$ cat src/rtl/seg_scan_ctrl.sv
// Multiplexed N-digit 7-segment scan driver with hex decode, LZ suppression and PWM.
// Optional blink support is built when SEG_SCAN_BLINK_EN is defined.
module seg_scan_ctrl #(
    parameter int NUM_DIGITS     = 8,
    parameter int SCAN_DIV_LOG2  = 14,
    parameter int BRIGHT_W       = 3,
    parameter int SEG_ACTIVE_LOW = 1,
    parameter int AN_ACTIVE_LOW  = 1,
    parameter int BLINK_LOG2     = 5
) (
    input  logic                    clk,
    input  logic                    rst,
    input  logic                    load,
    input  logic [4*NUM_DIGITS-1:0] hex_in,
    input  logic [NUM_DIGITS-1:0]   dp_in,
    input  logic [NUM_DIGITS-1:0]   blank_in,
`ifdef SEG_SCAN_BLINK_EN
    input  logic [NUM_DIGITS-1:0]   blink_in,
`endif
    input  logic                    lz_suppress,
    input  logic [BRIGHT_W-1:0]     brightness,
    output logic [6:0]              seg_out,
    output logic                    dp_out,
    output logic [NUM_DIGITS-1:0]   an_out,
    output logic                    frame_tick
);

    localparam int IDX_W = $clog2(NUM_DIGITS);

    localparam logic [6:0] SEG_OFF = (SEG_ACTIVE_LOW != 0) ? 7'h7F : 7'h00;
    localparam logic DP_OFF = (SEG_ACTIVE_LOW != 0);
    localparam logic [NUM_DIGITS-1:0] AN_OFF =
        (AN_ACTIVE_LOW != 0) ? '1 : '0;

    if (SCAN_DIV_LOG2 < BRIGHT_W || BLINK_LOG2 < 1) begin : g_cfg_err
        $fatal(1, "seg_scan_ctrl: bad parameter set");
    end

    logic [SCAN_DIV_LOG2-1:0] presc;
    logic [IDX_W-1:0]         idx;
    logic [4*NUM_DIGITS-1:0]  sh_hex;
    logic [NUM_DIGITS-1:0]    sh_dp;
    logic [NUM_DIGITS-1:0]    sh_blank;

    logic                     wrap;
    logic                     last;
    logic [3:0]               digit;
    logic [NUM_DIGITS-1:0]    lz_run;
    logic                     suppressed;
    logic                     dark;
    logic                     pwm_on;
    logic [BRIGHT_W-1:0]      frac;
    logic [6:0]               glyph;
    logic [6:0]               lit_seg;
    logic                     lit_dp;
    logic [NUM_DIGITS-1:0]    lit_an;

`ifdef SEG_SCAN_BLINK_EN
    logic [NUM_DIGITS-1:0]    sh_blink;
    logic [BLINK_LOG2-1:0]    frame_cnt;

    always_ff @(posedge clk) begin
        if (rst) begin
            sh_blink  <= '0;
            frame_cnt <= '0;
        end else begin
            if (load)
                sh_blink <= blink_in;
            if (frame_tick)
                frame_cnt <= frame_cnt + 1'b1;
        end
    end

    assign dark = sh_blank[idx] | (sh_blink[idx] & frame_cnt[BLINK_LOG2-1]);
`else
    assign dark = sh_blank[idx];
`endif

    assign wrap  = &presc;
    assign last  = (idx == IDX_W'(NUM_DIGITS - 1));
    assign digit = sh_hex[4*idx +: 4];
    assign frac  = presc[SCAN_DIV_LOG2-1 -: BRIGHT_W];
    assign pwm_on = (&brightness) || (frac < brightness);

    // lz_run[i]: shadow digits NUM_DIGITS-1 down to i are all zero
    always_comb begin
        lz_run = '0;
        lz_run[NUM_DIGITS-1] = (sh_hex[4*(NUM_DIGITS-1) +: 4] == 4'd0);
        for (int i = NUM_DIGITS - 2; i >= 0; i--)
            lz_run[i] = lz_run[i+1] && (sh_hex[4*i +: 4] == 4'd0);
    end

    assign suppressed = lz_suppress && (idx != '0) && lz_run[idx];

    always_comb begin
        glyph = 7'h00;
        unique case (digit)
            4'h0: glyph = 7'h3F;
            4'h1: glyph = 7'h06;
            4'h2: glyph = 7'h5B;
            4'h3: glyph = 7'h4F;
            4'h4: glyph = 7'h66;
            4'h5: glyph = 7'h6D;
            4'h6: glyph = 7'h7D;
            4'h7: glyph = 7'h07;
            4'h8: glyph = 7'h7F;
            4'h9: glyph = 7'h6F;
            4'hA: glyph = 7'h77;
            4'hB: glyph = 7'h7C;
            4'hC: glyph = 7'h39;
            4'hD: glyph = 7'h5E;
            4'hE: glyph = 7'h79;
            4'hF: glyph = 7'h71;
        endcase
    end

    always_comb begin
        lit_seg = (suppressed || dark) ? 7'h00 : glyph;
        lit_dp  = dark ? 1'b0 : sh_dp[idx];
        lit_an  = (dark || !pwm_on) ? '0 : (NUM_DIGITS'(1) << idx);
    end

    always_ff @(posedge clk) begin
        if (rst) begin
            presc      <= '0;
            idx        <= '0;
            sh_hex     <= '0;
            sh_dp      <= '0;
            sh_blank   <= '1;
            seg_out    <= SEG_OFF;
            dp_out     <= DP_OFF;
            an_out     <= AN_OFF;
            frame_tick <= 1'b0;
        end else begin
            presc      <= presc + 1'b1;
            frame_tick <= wrap && last;
            if (wrap)
                idx <= last ? '0 : idx + 1'b1;
            if (load) begin
                sh_hex   <= hex_in;
                sh_dp    <= dp_in;
                sh_blank <= blank_in;
            end
            seg_out <= lit_seg ^ SEG_OFF;
            dp_out  <= lit_dp ^ DP_OFF;
            an_out  <= lit_an ^ AN_OFF;
        end
    end

endmodule

$ cat config.mk
export PLATFORM = sky130hd
export DESIGN_NAME = seg_scan_ctrl
export DESIGN_NICKNAME = d
export VERILOG_FILES = /design/src/rtl/seg_scan_ctrl.sv
export SDC_FILE = /design/constraint.sdc
export NUM_CORES = 1
export LEC_CHECK = 0
export ABC_AREA = 1
export CAP_MARGIN = 20
export CORE_MARGIN = 2
export CORE_UTILIZATION = 52
export DETAILED_ROUTE_END_ITERATION = 10
export PLACE_DENSITY = 0.81
export RECOVER_POWER = 50
export SYNTH_ARGS = -nofsm -noshare
export SYNTH_HDL_FRONTEND = slang
export SYNTH_SLANG_ARGS = --single-unit
$ cat constraint.sdc
create_clock -name clk -period 2.1 [get_ports clk]
set_input_delay 0.63 -clock clk [delete_from_list [all_inputs] [get_ports clk]]
set_output_delay 0.63 -clock clk [all_outputs]
set_load 0.05 [all_outputs]
==> summary.txt, run 1 <==
Status
  – Status: complete, no violations

GRT
  – Pin count of the biggest net entering global routing: 40
  – GRT met1 Usage: 29.7%
  – GRT Total Usage: 23.4%
  – First-pass GRT wire length: 16.0 mm
  – Global route overflow: 0
  – GRT busiest layer: met2
  – Initial antenna violation count: 0
  – Number of global-route vias before repair: 3600
  – Met3 global-route usage: 3.42%
  – Met2 GRT Util: 40.3%

Worst hold path
  – Hold Path Origin: presc[0]
  – Worst hold path class: register to register

Final layout
  – Most frequent cells in the layout: nor2_1, nand2_1, dfxtp_1, o21ai_0
  – Layout Nets: 695
  – ANT cells: 0
  – Area Growth Syn to Fin: 22.7%
  – Post-layout util: 66.1%
  – Commonest non-fill, non-tap cell in the layout: nor2_1
  – Fillers: 661
  – Fraction of layout cells with a size suffix above 1: 6.67%

Critical path
  – End of the critical path: seg_out[5]
  – Worst setup SP type: register
  – R2r setup slk: 0.17 ns
  – Reg2reg path depth: 11
  – Worst path arrival time: 2.16 ns
  – FF-to-FF End: seg_out[5]
  – CP Capture Type: register
  – Critical path class: register to register
  – CP required: 2.33 ns
  – Worst-path maximum fanout: 13
  – RR Startpoint: idx[1]
  – CP startpoint: idx[1]

STA
  – Slew Viols, Final: 0
  – Worst-margin pin slew: 0.908 ns
  – Fmax: 0.519 GHz
  – RSZ-0062 raised after global routing: no
  – Clock skew: 0.00641 ns
  – Slew HR: 39.5%
  – Hold WS: 0.459 ns
  – Fin. Hold Viols: 0
  – Setup WS post-layout: 0.173 ns
  – Period utilization: 91.8%
  – Final setup viols: 0
  – Period minus WS final: 1.93 ns

CTS
  – Cts bufs inserted: 9
  – Maximum clock path buffer count: 2
  – CTS tree: built
  – Clock root buffer: clkbuf_8
  – Clock Pin Slew Worst Setup and Hold Paths: 0.08 ns
  – CTS Hold Bufs: 0
  – H-tree levels: 3
  – Setup bufs post-CTS: 0
  – Worst skew pair latency: 0.34 ns
  – Resized Gates After CTS: 4
  – TritonCTS Sinks: 82

Detailed routing
  – Final wirelength: 9.40 mm
  – Initial DRC Count: 179
  – Antenna-violating nets left: 0
  – Vias per inst: 5.19
  – Pre-antenna DRT Iters: 5
  – Per-cell routed wire length: 12.9 um
  – Via count: 3783
  – Residual DRC: 0

Power
  – Leak: 2.02 nW
  – Worst vdd ir: 0.356 mV
  – PwrDens: 645 nW/um2

Logic synthesis
  – Seq/Total Area, Yosys: 41.8%
  – Synthesized instance count: 558
  – Mapped Avg Cell Area: 7.04 um2
  – Seq cells post-synth: 82
  – Post-Syn Area: 3930 um2
  – Yosys cell types: 28
  – Syn nets: 628
  – Synth warn: 0

Place
  – Detailed-placement wirelength estimate: 6.72 mm
  – Place WS: -0.0506 ns
  – Gpl congestion: 0.837
  – Port Buffer Count: 71

Floorplan
  – Die width: 90.9 um
  – Die area: 8270 um2
  – Die Y: 90.9 um
  – I/O pins: 72
  – Site row count: 31
  – Core Footprint: 7290 um2
  – Initial Util: 53.9%

Run
  – Maxcap violations: 0
==> cell usage after synthesis, drive strengths merged <==
cell / count / share of area (%)
ha: 15 / 4.8
nor2: 101 / 9.9
dfxtp: 82 / 42
a21oi: 41 / 5.5
nand4: 4 / 0.64
o21a: 2 / 0.38
inv: 57 / 5.4
buf: 9 / 2.1
nand3b: 2 / 0.38
o211ai: 1 / 0.19
xnor2: 2 / 0.45
o21ai: 66 / 8.4
clkbuf: 17 / 1.6
nor3: 7 / 1.0
nand2: 103 / 10
nand3: 49 / 7.1
==> routing by layer <==
metal | part of all wire (%) | vias up
met5 | 0 | -
met4 | 1.5 | 0
met3 | 5.3 | 15
met2 | 48 | 120
met1 | 45 | 1725
li1 | - | 1923
==> worst min-delay path by stage <==
stage / to / slack [ns] / cells past startpoint
after floorplan: presc[0] / 0.42 / 1
after global placement: presc[0] / 0.43 / 1
after detailed placement: presc[0] / 0.45 / 1
after CTS: presc[0] / 0.46 / 1
after global routing: presc[0] / 0.47 / 1
final: presc[0] / 0.46 / 1
==> layout make-up <==
cell class	count	area, um2	area share, %
Multi-Input combinational cell	393	1930	40.0
Clock buffer	11	141	2.93
Inverter	57	214	4.44
Sequential cell	82	1640	34.1
Timing Repair Buffer	82	741	15.4
Tap cell	99	124	2.57
Clock inverter	5	30.0	0.623
==> cells by family after synthesis <==
logic type                 share of synthesized area, %
and+or+nand+nor                                    29.4
xor gates and xnor gates                          0.446
AOI/OAI and AO/OA                                  14.5
buffers and inverters                              9.14
DFF                                                41.8
adders and majority gates                          4.78
==> per-stage QoR <==
step / power [W] / TNS, ns / cell area (um2) / instances
2_1_floorplan: 0.00195 / 0 / 3930 / 558
3_3_place_gp: 0.00213 / 0 / 4700 / 713
3_5_place_dp: 0.00214 / -0.253 / 4700 / 713
4_1_cts: 0.00313 / 0 / 4860 / 729
5_1_grt: 0.00325 / 0 / 4820 / 729
6_report: 0.00311 / 0 / 4820 / 729
==> registers in the layout, summed over array words and instances, names as in the netlist <==
name        count
an_out          8
idx             3
presc          14
sh_blank        8
dp_out          1
sh_dp           8
frame_tick      1
seg_out         7
sh_hex         32
==> critical path: stages (launching register included) <==
cell and delay (ns):
dfxtp_1 0.32, inv_1 0.34, nor2_1 0.10, nand2_1 0.07, nand3_1 0.10, nand2_1 0.21
inv_1 0.11, ha_1 0.21, nand3_1 0.15, nand2_1 0.08, nand2_1 0.05, nand3_1 0.07
==> where the power goes <==
part	internal [W]	switching, W	total [W]
combinational	0.000195	0.000243	0.000437
clock	0.000456	0.000547	0.00100
sequential	0.00163	0.0000386	0.00167
total	0.00228	0.000828	0.00311
(Power assumes the default switching activity.)
==> run 2, diff against run 1 <==
--- a/config.mk
+++ b/config.mk
@@ -10,7 +10,7 @@
 export CORE_MARGIN = 2
 export CORE_UTILIZATION = 52
 export DETAILED_ROUTE_END_ITERATION = 10
-export PLACE_DENSITY = 0.81
+export PLACE_DENSITY = 0.86
 export RECOVER_POWER = 50
 export SYNTH_ARGS = -nofsm -noshare
 export SYNTH_HDL_FRONTEND = slang
==> run 2 against run 1 <==
Worst hold slack gained 0.0033 ns. Worst setup slack got worse by 0.0053 ns. Die area is the same. Design area rose by 2.2%. Via count shrank 0.11%. Clock power up 41%. Core utilization grew 1.4 points. Register-to-register slack improved by 0.03 ns. Non-clock buffer count unchanged. Flip-flop and latch count unchanged. Critical endpoint is now frame_tick. Largest power group unchanged. Highest routed layer unchanged.
==> summary.txt, run 2 (same netlist as run 1, synthesis figures left out) <==
CTS
  – Resized Gates After CTS: 3 (-1)
  – H-tree levels: 3 (unchanged)
  – CTS Hold Bufs: 0 (unchanged)
  – CTS tree: built
  – TritonCTS Sinks: 82 (unchanged)
  – Clock Pin Slew Worst Setup and Hold Paths: 0.09 ns (about the same)
  – Worst skew pair latency: 0.36 ns (+0.02 ns)
  – Cts bufs inserted: 9 (unchanged)
  – Clock root buffer: clkbuf_8
  – Maximum clock path buffer count: 2 (unchanged)
  – Setup bufs post-CTS: 0 (unchanged)

Critical path
  – Worst setup SP type: primary input
  – Reg2reg path depth: 9 (-2)
  – CP Capture Type: register
  – FF-to-FF End: seg_out[3]
  – Worst-path maximum fanout: 20 (+7)
  – Critical path class: primary input to register
  – CP required: 2.37 ns (+0.04 ns)
  – R2r setup slk: 0.20 ns (+0.03 ns)
  – CP startpoint: rst
  – Worst path arrival time: 2.20 ns (+0.04 ns)
  – RR Startpoint: idx[1]

Worst hold path
  – Hold endpoint: presc[0]
  – Worst hold path class: register to register
  – Hold Path Origin: presc[0]
  – Worst Hold Depth: 1 (unchanged)

Status
  – Status: complete, no violations

GRT
  – GRT Total Usage: 23.3% (-0.097 points)
  – Pin count of the biggest net entering global routing: 58 (+45%)
  – Global route overflow: 0 (unchanged)
  – Number of global-route vias before repair: 3564 (-1.0%)
  – Initial antenna violation count: 0 (unchanged)
  – First-pass GRT wire length: 15.8 mm (-1.7%)

STA
  – Clock skew: 0.00887 ns (+0.00245 ns)
  – Final setup viols: 0 (unchanged)
  – Slew Viols, Final: 0 (unchanged)
  – Hold WS: 0.462 ns (+0.00332 ns)
  – Worst-margin pin slew: 0.912 ns (+0.00438 ns)
  – Fin. Hold Viols: 0 (unchanged)
  – Period minus WS final: 1.93 ns (+0.00528 ns)
  – RSZ-0062 raised after global routing: no
  – Setup WS post-layout: 0.168 ns (-0.00528 ns)
  – Period utilization: 92.0% (+0.25 points)
  – Fmax: 0.518 GHz (-0.27%)
  – Slew HR: 39.2% (-0.29 points)

Detailed routing
  – Initial DRC Count: 292 (+63%)
  – Per-cell routed wire length: 13.0 um (+0.65%)
  – Residual DRC: 0 (unchanged)
  – Pre-antenna DRT Iters: 7 (+2)
  – Final wirelength: 9.46 mm (+0.65%)
  – Vias per inst: 5.18 (-0.11%)
  – Via count: 3779 (-0.11%)
  – Antenna-violating nets left: 0 (unchanged)

Final layout
  – Fraction of layout cells with a size suffix above 1: 8.89% (+2.2 points)
  – Most frequent cells in the layout: nor2_1, nand2_1, dfxtp_1, o21ai_0
  – Finished Cell Area: 4920 um2 (+2.2%)
  – Max reg flops: 32 (unchanged)
  – Post-layout util: 67.5% (+1.4 points)
  – Most flops, register: sh_hex
  – Layout Nets: 695 (unchanged)
  – Commonest non-fill, non-tap cell in the layout: nor2_1
  – ANT cells: 0 (unchanged)
  – Biggest regs: sh_hex (32), presc (14)
  – Area Growth Syn to Fin: 25.3%

Power
  – Reg power frac: 47.4% (-6.3 points)
  – PwrDens: 715 nW/um2 (+11%)
  – Leak: 2.09 nW (+3.6%)
  – Switching pwr: 0.000865 W (+4.4%)
  – Worst vdd ir: 0.469 mV (+32%)
  – Sw frac: 24.6% (-2.1 points)
  – Int Power: 0.00266 W (+16%)
  – PnR Total Power: 0.00352 W (+13%)
  – Logic pwr share: 12.5% (-1.6 points)
  – Clk network pwr share: 40.0% (+7.7 points)

Floorplan
  – I/O pins: 72 (unchanged)
  – Core Footprint: 7290 um2 (unchanged)
  – Initial Util: 53.9% (unchanged)
  – Die Y: 90.9 um (unchanged)
  – Die area: 8270 um2 (unchanged)
  – Site row count: 31 (unchanged)
  – Die width: 90.9 um (unchanged)

Run
  – Maxcap violations: 0 (unchanged)

Place
  – Detailed-placement wirelength estimate: 6.55 mm (-2.6%)
  – Port Buffer Count: 71 (unchanged)
  – Gpl congestion: 0.824 (-1.5%)
  – Place WS: -0.0359 ns (+0.0146 ns)
  – Post-DP Area: 4690 um2 (-0.16%)
[run 2: cell count changes in the layout (fill, tap and decap cells not counted), sizes merged]
cell          delta
buf             +12
clkbuf          -10
bufinv           +3
clkinvlp         -2
dlymetal6s2s     -2
clkinv           -1
dlygate4sd2      -1
inv              +1
[run 2: worst max-delay path by stage]
stage | to | slack [ns]
after floorplan | seg_out[3] | 0.39
after global placement | an_out[1] | -0.003
after detailed placement | an_out[0] | -0.04
after CTS | seg_out[6] | 0.24
after global routing | seg_out[2] | 0.05
final | frame_tick | 0.17
[run 2: power by group through the flow]
stage	clock network [W]	logic, W	registers, W
global route	0.00148	0.000495	0.00168
floorplan	0	0.000236	0.00172
finish	0.00141	0.000442	0.00167
global placement	0	0.000426	0.00170
detailed placement	0	0.000437	0.00170
CTS	0.00142	0.000444	0.00167
[run 2: worst max-delay path, stage by stage]
cell,delay (ns)
dlygate4sd3_1,0.57
clkbuf_1,0.70
nor2_1,0.17
inv_1,0.09
nor2_1,0.04
[run 2: metal layers]
layer  up-vias  routed length, um  GRT usage, %
li1       1931                  -             -
met1      1698               4210          29.0
met2       134               4520          39.1
met3        16                574          6.34
met4         0                154          7.58
met5         -                  0             0
[run 2: final cells by class]
class                   count  area, um2
clock inverters             6        113
clock buffers              10        138
fillers                   626       2370
well taps                  99        124
multi-input cells         393       1930
repair buffers             82        763
inverters                  57        214
flip-flops and latches     82       1640
[run 2: through the flow]
step                      setup TNS (ns)  instances
after floorplan                        0        558
after global placement          -0.00787        713
after detailed placement          -0.180        713
after CTS                              0        729
after global routing                   0        729
final                                  0        729
